### src/rtl/gpio_irq_device.sv
// Memory-mapped GPIO with atomic set/clear/toggle, per-pin level/edge interrupts and W1C status.
// Optional input debounce filter enabled by defining GPIO_DEBOUNCE_EN.
module gpio_irq_device #(
    parameter logic [3:0]  ID             = 4'h0,
    parameter int unsigned IO_COUNT       = 16,
    parameter int unsigned SYNC_STAGES    = 2,
    parameter int unsigned DEBOUNCE_WIDTH = 16
) (
    input  logic                clk,
    input  logic                rst,
    input  logic                peripheralEnable,
    input  logic                peripheralBus_we,
    input  logic                peripheralBus_oe,
    output logic                peripheralBus_busy,
    input  logic [15:0]         peripheralBus_address,
    input  logic [3:0]          peripheralBus_byteSelect,
    output logic [31:0]         peripheralBus_dataRead,
    input  logic [31:0]         peripheralBus_dataWrite,
    output logic                requestOutput,
    input  logic [IO_COUNT-1:0] gpio_input,
    output logic [IO_COUNT-1:0] gpio_output,
    output logic [IO_COUNT-1:0] gpio_oe,
    output logic                gpio_irq
);

    localparam logic [11:0] OFF_OE       = 12'h000;
    localparam logic [11:0] OFF_OUT      = 12'h004;
    localparam logic [11:0] OFF_SET      = 12'h008;
    localparam logic [11:0] OFF_CLR      = 12'h00C;
    localparam logic [11:0] OFF_TGL      = 12'h010;
    localparam logic [11:0] OFF_IN       = 12'h020;
    localparam logic [11:0] OFF_IRQ_EN   = 12'h030;
    localparam logic [11:0] OFF_IRQ_TYPE = 12'h034;
    localparam logic [11:0] OFF_IRQ_POL  = 12'h038;
    localparam logic [11:0] OFF_IRQ_BOTH = 12'h03C;
    localparam logic [11:0] OFF_STATUS   = 12'h040;
`ifdef GPIO_DEBOUNCE_EN
    localparam logic [11:0] OFF_DEBOUNCE = 12'h050;
`endif

    logic [IO_COUNT-1:0] r_oe;
    logic [IO_COUNT-1:0] r_out;
    logic [IO_COUNT-1:0] r_irq_en;
    logic [IO_COUNT-1:0] r_irq_type;
    logic [IO_COUNT-1:0] r_irq_pol;
    logic [IO_COUNT-1:0] r_irq_both;
    logic [IO_COUNT-1:0] r_status;
    logic [IO_COUNT-1:0] r_in_prev;
    logic                r_irq;
    logic [IO_COUNT-1:0] r_sync [SYNC_STAGES];

    logic [11:0]         w_off;
    logic                w_sel;
    logic                w_wr;
    logic                w_rd;
    logic [31:0]         w_lane_mask;
    logic [IO_COUNT-1:0] w_mask;
    logic [IO_COUNT-1:0] w_wd;
    logic [IO_COUNT-1:0] w_wd_m;
    logic [IO_COUNT-1:0] w_sync;
    logic [IO_COUNT-1:0] w_in;
    logic [IO_COUNT-1:0] w_rise;
    logic [IO_COUNT-1:0] w_fall;
    logic [IO_COUNT-1:0] w_edge_evt;
    logic [IO_COUNT-1:0] w_level_evt;
    logic [IO_COUNT-1:0] w_set;
    logic [IO_COUNT-1:0] w_w1c;
    logic [IO_COUNT-1:0] w_status_d;
    logic [31:0]         w_rdata;
    logic                w_req;
    logic                w_unused;

    assign w_off       = {peripheralBus_address[11:2], 2'b00};
    assign w_sel       = peripheralEnable && (peripheralBus_address[15:12] == ID);
    assign w_wr        = w_sel && peripheralBus_we;
    assign w_rd        = w_sel && peripheralBus_oe;
    assign w_lane_mask = {{8{peripheralBus_byteSelect[3]}}, {8{peripheralBus_byteSelect[2]}},
                          {8{peripheralBus_byteSelect[1]}}, {8{peripheralBus_byteSelect[0]}}};
    assign w_mask      = w_lane_mask[IO_COUNT-1:0];
    assign w_wd        = peripheralBus_dataWrite[IO_COUNT-1:0];
    assign w_wd_m      = w_wd & w_mask;
    assign w_unused    = ^{peripheralBus_address[1:0], peripheralBus_dataWrite, w_lane_mask};

    always_ff @(posedge clk) begin
        if (rst) begin
            for (int unsigned s = 0; s < SYNC_STAGES; s++) r_sync[s] <= '0;
        end else begin
            r_sync[0] <= gpio_input;
            for (int unsigned s = 1; s < SYNC_STAGES; s++) r_sync[s] <= r_sync[s-1];
        end
    end

    assign w_sync = r_sync[SYNC_STAGES-1];

`ifdef GPIO_DEBOUNCE_EN
    localparam logic [DEBOUNCE_WIDTH-1:0] DB_ONE = 1;

    logic [DEBOUNCE_WIDTH-1:0] r_debounce;
    logic [DEBOUNCE_WIDTH-1:0] r_db_cnt [IO_COUNT];
    logic [IO_COUNT-1:0]       r_in;
    logic [DEBOUNCE_WIDTH-1:0] w_db_mask;

    assign w_db_mask = w_lane_mask[DEBOUNCE_WIDTH-1:0];

    always_ff @(posedge clk) begin
        if (rst) begin
            r_debounce <= '0;
        end else if (w_wr && (w_off == OFF_DEBOUNCE)) begin
            r_debounce <= (r_debounce & ~w_db_mask) |
                          (peripheralBus_dataWrite[DEBOUNCE_WIDTH-1:0] & w_db_mask);
        end
    end

    // IN follows the synchroniser only after DEBOUNCE+1 consecutive differing cycles.
    always_ff @(posedge clk) begin
        if (rst) begin
            r_in <= '0;
            for (int unsigned i = 0; i < IO_COUNT; i++) r_db_cnt[i] <= '0;
        end else begin
            for (int unsigned i = 0; i < IO_COUNT; i++) begin
                if (w_sync[i] == r_in[i]) begin
                    r_db_cnt[i] <= '0;
                end else if (r_db_cnt[i] == r_debounce) begin
                    r_in[i]     <= w_sync[i];
                    r_db_cnt[i] <= '0;
                end else begin
                    r_db_cnt[i] <= r_db_cnt[i] + DB_ONE;
                end
            end
        end
    end

    assign w_in = r_in;
`else
    assign w_in = w_sync;
`endif

    assign w_rise      = w_in & ~r_in_prev;
    assign w_fall      = ~w_in & r_in_prev;
    assign w_edge_evt  = (r_irq_both & (w_rise | w_fall)) |
                         (~r_irq_both & ((r_irq_pol & w_rise) | (~r_irq_pol & w_fall)));
    assign w_level_evt = ~(w_in ^ r_irq_pol);
    assign w_set       = (r_irq_type & w_edge_evt) | (~r_irq_type & w_level_evt);
    assign w_w1c       = (w_wr && (w_off == OFF_STATUS)) ? w_wd_m : '0;
    // A set event in the same cycle as a W1C wins.
    assign w_status_d  = (r_status & ~w_w1c) | w_set;

    always_ff @(posedge clk) begin
        if (rst) begin
            r_oe       <= '1;
            r_out      <= '0;
            r_irq_en   <= '0;
            r_irq_type <= '0;
            r_irq_pol  <= '0;
            r_irq_both <= '0;
            r_status   <= '0;
            r_in_prev  <= '0;
            r_irq      <= 1'b0;
        end else begin
            if (w_wr) begin
                case (w_off)
                    OFF_OE:       r_oe       <= (r_oe & ~w_mask) | w_wd_m;
                    OFF_OUT:      r_out      <= (r_out & ~w_mask) | w_wd_m;
                    OFF_SET:      r_out      <= r_out | w_wd_m;
                    OFF_CLR:      r_out      <= r_out & ~w_wd_m;
                    OFF_TGL:      r_out      <= r_out ^ w_wd_m;
                    OFF_IRQ_EN:   r_irq_en   <= (r_irq_en & ~w_mask) | w_wd_m;
                    OFF_IRQ_TYPE: r_irq_type <= (r_irq_type & ~w_mask) | w_wd_m;
                    OFF_IRQ_POL:  r_irq_pol  <= (r_irq_pol & ~w_mask) | w_wd_m;
                    OFF_IRQ_BOTH: r_irq_both <= (r_irq_both & ~w_mask) | w_wd_m;
                    default: ;
                endcase
            end
            r_status  <= w_status_d;
            r_in_prev <= w_in;
            r_irq     <= |(r_status & r_irq_en);
        end
    end

    always_comb begin
        w_rdata = '1;
        w_req   = 1'b0;
        if (w_rd) begin
            w_req = 1'b1;
            case (w_off)
                OFF_OE:                   w_rdata = 32'(r_oe);
                OFF_OUT:                  w_rdata = 32'(r_out);
                OFF_SET, OFF_CLR, OFF_TGL: w_rdata = '0;
                OFF_IN:                   w_rdata = 32'(w_in);
                OFF_IRQ_EN:               w_rdata = 32'(r_irq_en);
                OFF_IRQ_TYPE:             w_rdata = 32'(r_irq_type);
                OFF_IRQ_POL:              w_rdata = 32'(r_irq_pol);
                OFF_IRQ_BOTH:             w_rdata = 32'(r_irq_both);
                OFF_STATUS:               w_rdata = 32'(r_status);
`ifdef GPIO_DEBOUNCE_EN
                OFF_DEBOUNCE:             w_rdata = 32'(r_debounce);
`endif
                default: begin
                    w_rdata = '1;
                    w_req   = 1'b0;
                end
            endcase
        end
    end

    assign peripheralBus_dataRead = w_rdata;
    assign requestOutput          = w_req;
    assign peripheralBus_busy     = 1'b0;
    assign gpio_output            = r_out;
    assign gpio_oe                = r_oe;
    assign gpio_irq               = r_irq;

endmodule

### config.mk
export PLATFORM = sky130hd
export DESIGN_NAME = gpio_irq_device
export DESIGN_NICKNAME = d
export VERILOG_FILES = /design/src/rtl/gpio_irq_device.sv
export SDC_FILE = /design/constraint.sdc
export NUM_CORES = 1
export LEC_CHECK = 0
export CORE_MARGIN = 2
export CORE_UTILIZATION = 40
export DETAILED_ROUTE_END_ITERATION = 7
export HOLD_SLACK_MARGIN = 0.1
export SYNTH_ARGS = -nofsm -noshare
export SYNTH_HDL_FRONTEND = slang
export SYNTH_SLANG_ARGS = --single-unit
### constraint.sdc
create_clock -name clk -period 3.15 [get_ports clk]
set_input_delay 0.315 -clock clk [delete_from_list [all_inputs] [get_ports clk]]
set_output_delay 0.315 -clock clk [all_outputs]
set_load 0.02 [all_outputs]
Yosys cells after proc, flatten, opt, wreduce, memory -nomap -nowiden --
Memories as Yosys holds them, arrays and structs flattened. Cells that the tools add are included.
Operators by class: reductions and logical operators 16, bitwise gates (word level) 43, muxes and demuxes 11, equality and inequality tests 10
Operator list (count):
- 16-bit bitwise AND | 18
- 32-bit one-hot mux with 9 select lines | 1
- 16-bit OR | 12
- 16-bit NOT | 9
- 16-bit one-hot mux with 4 select lines | 1
- 10-bit by 4-bit == test with 1-bit output (second input constant) | 5
- 16-bit 2-to-1 mux | 3
- 32-bit 2-to-1 mux | 1
- 16-bit XOR | 2
- 10-bit by 2-bit == test with 1-bit output (second input constant) | 2
- 16-bit OR reduction | 1
- 12-bit zero test | 1
- 2-bit AND reduction | 6
- 11-bit OR reduction | 1
- 10-bit by 1-bit == test with 1-bit output (second input constant) | 1
- 10-bit by 3-bit == test with 1-bit output (second input constant) | 1
- 10-bit by 5-bit == test with 1-bit output (second input constant) | 1
- 1-bit 2-to-1 mux | 5
- 1-bit logical AND | 4
- 4-bit zero test | 1
- 4-bit nonzero test | 1
- 3-bit OR reduction | 1
- 1-bit OR | 2
Word-level totals: register bits after elaboration 129, memory bits (writable) 32, output and inout port bits 67, memories kept 1, word-level logic and storage cells 90
Memory list:
- r_sync | depth 2, width 16, rd ports 2, clocked after Yosys merged registers in 0, wr ports 2, RTL line 50 | logic [IO_COUNT-1:0] r_sync [SYNC_STAGES];

Logic depth before layout (Yosys ltp) --
An unclocked memory read counts as a cell.
depth in word-level cells 10, depth in mapped cells 8

Worst setup path after synthesis --
No wires, ideal clock.
path type input to output, start input port peripheralBus_address[9], end output port peripheralBus_dataRead[12], path slack -10 ps, stages on the path 7, buffers on the path 2, arrival time 2845 ps, required time 2835 ps, path through or4_4 > buf_6 > nor2_1 > o2111ai_1 > inv_1 > buf_1 > o221ai_1
On the way: cells in the longest elaborated chain, start to end 4, elaborated cells on any way between the ends 14
RTL lines:
- start: declaration | RTL line 15 | input logic [15:0] peripheralBus_address,
- 10-bit by 2-bit == test with 1-bit output / 10-bit by 3-bit == test with 1-bit output (equally long branches) | RTL line 185 | case (w_off)
- 3-bit OR reduction
- 32-bit one-hot mux with 9 select lines * | RTL line 185
- 32-bit 2-to-1 mux * | RTL line 183 | if (w_rd) begin
- end: declaration | RTL line 17 | output logic [31:0] peripheralBus_dataRead,
Mark *: on every way between the ends. The rest lies on a longest branch, timed or not.

Worst setup path in the final report --
start input port peripheralBus_address[9], end output port peripheralBus_dataRead[4]
The elaborated chain is that of the path after synthesis.

==> flow_metrics.py <==
metrics = {
    "outcome": {
        "outcome": "completed",
    },
    "yosys": {
        "syn_area_sq_um": 9160,
        "netlist_instances": 963,
        "syn-num-nets": 1084,
        "synth-seq-cells": 161,
        "yosysMostFrequentCell": "dfxtp_1",
        "avgSynthCellArea_sq_um": 9.51,
        "synth_commonest_cells": "dfxtp_1, mux2i_1, nand2b_1",
        "synth_area_leader_cell": "dfxtp_1",
        "ys_seq_area_share_pct": 35.2,
        "synth-edff-count": 0,
        "synth.distinct_cells": 53,
        "synthFlopType": "dfxtp_1",
        "synth_top_area_share_pct": 35.2,
        "synthTopCellsByArea": "dfxtp_1, mux2i_1, nand2b_1, ha_1, o31ai_1",
        "yosys_warnings": 0,
        "synth-async-reset-ratio_pct": 0,
    },
    "clock_network": {
        "root_buffer": "clkbuf_16",
        "clkTransAtPathRegs_ns": 0.06,
        "cts.sinks": 161,
        "cts_max_level": 4,
        "cts_resized": 4,
        "clk_latency_ns": 0.43,
        "cts_tree": "done",
        "cts_inserted_buffers": 17,
        "cts_buffer_depth": 2,
        "hold_buffers": 0,
        "post_cts_buffers": 0,
    },
    "power": {
        "p_leak_nw": 4.58,
        "powerDensity_nw_per_um2": 398,
        "p_total_mw": 4.56,
        "ir_drop_v": 0.000312,
    },
    "routing": {
        "viasPerCell": 5.69,
        "drt_wl_total_um": 28300,
        "detail_route.wl_per_cell_um": 20.5,
        "vias": 7845,
        "first_pass_iters": 7,
        "ant_nets": 0,
        "drc": 0,
        "drt_iter0_markers": 636,
    },
    "die": {
        "rows": 55,
        "initial_core_util_pct": 40.6,
        "die_h_um": 155,
        "fp.dieW_um": 155,
        "ios": 140,
        "fp.coreArea_sq_um": 22600,
        "dieArea_sq_um": 24100,
    },
    "finish": {
        "drive_gt1_share_pct": 11.8,
        "fillers": 2142,
        "syn_to_final_growth_pct": 25.2,
        "diodes": 0,
        "fin_nets": 1203,
        "instances_no_fill": 1378,
    },
    "setup_path": {
        "crit_required_ns": 2.83,
        "cp_cell_sequence": "clkdlybuf4s50_1, or4_4, or3_1, buf_4, o2111ai_1, dlygate4sd2_1",
        "r2r_slack_ns": 1.75,
        "reg2reg_to": "r_status[15]",
        "start_kind": "input port",
        "end_kind": "primary output",
        "critPathBufInv": 3,
        "worst_path_max_delay_cell": "or4_4",
        "path_max_fanout": 13,
        "crit_type": "input port to primary output",
        "reg2regPathDepth": 6,
        "cp.arrival_ns": 2.59,
        "crit_family": "simple AND/OR/NAND/NOR gates",
        "regToRegStartpoint": "r_sync[0][31]",
        "worst_path_largest_cell_delay_ns": 0.61,
    },
    "flow_run": {
        "cap_viol_max_count": 0,
    },
    "sta": {
        "setup_violations": 0,
        "hold_violations": 0,
        "clock_skew_ns": 0.00600,
        "grt_setup_unrepaired": "false",
        "maxSlewViolCount": 0,
        "finalCriticalPeriod_ns": 2.91,
        "period_share_pct": 92.3,
        "fmax_mhz": 344,
        "slew_headroom_pct": 47.8,
        "fin_tns_setup_ns": 0,
        "worst_pin_slew_ns": 0.783,
    },
    "min_path": {
        "min_path_cells": 2,
        "holdPathEnd": "r_in_prev[5]",
        "min_from": "rst",
        "hold_class": "input port to flop",
    },
    "placed_design": {
        "numPortBuffers": 118,
        "gp_congestion": 0.855,
        "hpwl_um": 20300,
        "placedCellCount": 1348,
    },
    "global_routing": {
        "grt_max_degree": 79,
        "grt.overflow.total": 0,
        "grt_pass1_wl_um": 43600,
        "grt_usage_pct": 23.5,
        "antenna_found_initial": 0,
        "grt_pass1_vias": 7478,
    },
}
==> per-stage QoR <==
| stage | setup slack, ns | instance area, sq um | hold WS [ns] | utilization [%] |
|---|---|---|---|---|
| 3_5_place_dp | -0.0625 | 10900 | 0.422 | 48.2 |
| 2_1_floorplan | 0.242 | 9170 | 0.414 | - |
| 3_3_place_gp | -0.0994 | 10900 | 0.415 | 48.2 |
| 5_1_grt | 0.147 | 11500 | 0.426 | 50.8 |
| 6_report | 0.244 | 11500 | 0.412 | 50.8 |
| 4_1_cts | -0.0679 | 11400 | 0.419 | 50.6 |
==> layout make-up <==
cell class | count | area, sq um | area share (%)
Clock inverter | 11 | 118 | 1.03
Tap cell | 285 | 357 | 3.11
Clock buffer | 19 | 433 | 3.77
Sequential cell | 161 | 3220 | 28.1
Multi-Input combinational cell | 667 | 5370 | 46.8
Inverter | 52 | 195 | 1.70
Timing Repair Buffer | 183 | 1780 | 15.5
==> cells in the final DEF (no fill, tap or decap), drive strengths merged, types with 33 or more instances in the layout <==
cell / Yosys / layout
nand2b: 98 / 98
nor2: 43 / 43
ha: 48 / 48
nor2b: 33 / 33
clkdlybuf4s50: 0 / 99
nand2: 34 / 34
mux2i: 112 / 112
dfxtp: 161 / 161
inv: 52 / 52
a21oi: 39 / 39
buf: 32 / 67
==> worst register-to-register path: stages (launching register included) <==
cell	delay (ns)
dfxtp_1	0.50
inv_1	0.11
ha_1	0.19
mux2i_1	0.12
mux2i_1	0.08
a21oi_1	0.18
a21oi_1	0.09
==> kinds of logic after synthesis <==
logic type      share of synthesized area (%)
buf+inv                                  6.54
simple gates                             16.1
other cells                            0.0409
fa+ha+maj                                6.56
compound gates                           19.1
flops                                    35.2
mux                                      14.9
xor+xnor                                 1.53
==> routing by layer <==
layer / wire (um) / up-vias / GRT usage, %
met5: 0 / - / 0
met4: 630 / 0 / 7.91
met3: 2050 / 44 / 5.18
met2: 12300 / 295 / 35.2
met1: 13300 / 3778 / 33.5
li1: - / 3728 / -
==> where the power goes <==
part | leakage, nW | internal, mW | switching, mW | total (mW)
registers | 1.31 | 2.07 | 0.0307 | 2.10
clock network | 0.268 | 1.15 | 0.858 | 2.01
logic | 3.00 | 0.197 | 0.251 | 0.448
==> how the worst max path moves through the flow <==
stage,to,from,slack (ns),cells past startpoint
after floorplan,peripheralBus_dataRead[12],peripheralBus_address[9],0.24,7
after global placement,peripheralBus_dataRead[13],peripheralBus_address[9],-0.1,7
after detailed placement,peripheralBus_dataRead[1],peripheralBus_address[9],-0.06,6
after CTS,peripheralBus_dataRead[1],peripheralBus_address[9],-0.07,6
after global routing,peripheralBus_dataRead[2],peripheralBus_address[9],0.15,6
final,peripheralBus_dataRead[4],peripheralBus_address[9],0.24,6
Power figures use the tool's default switching activity.
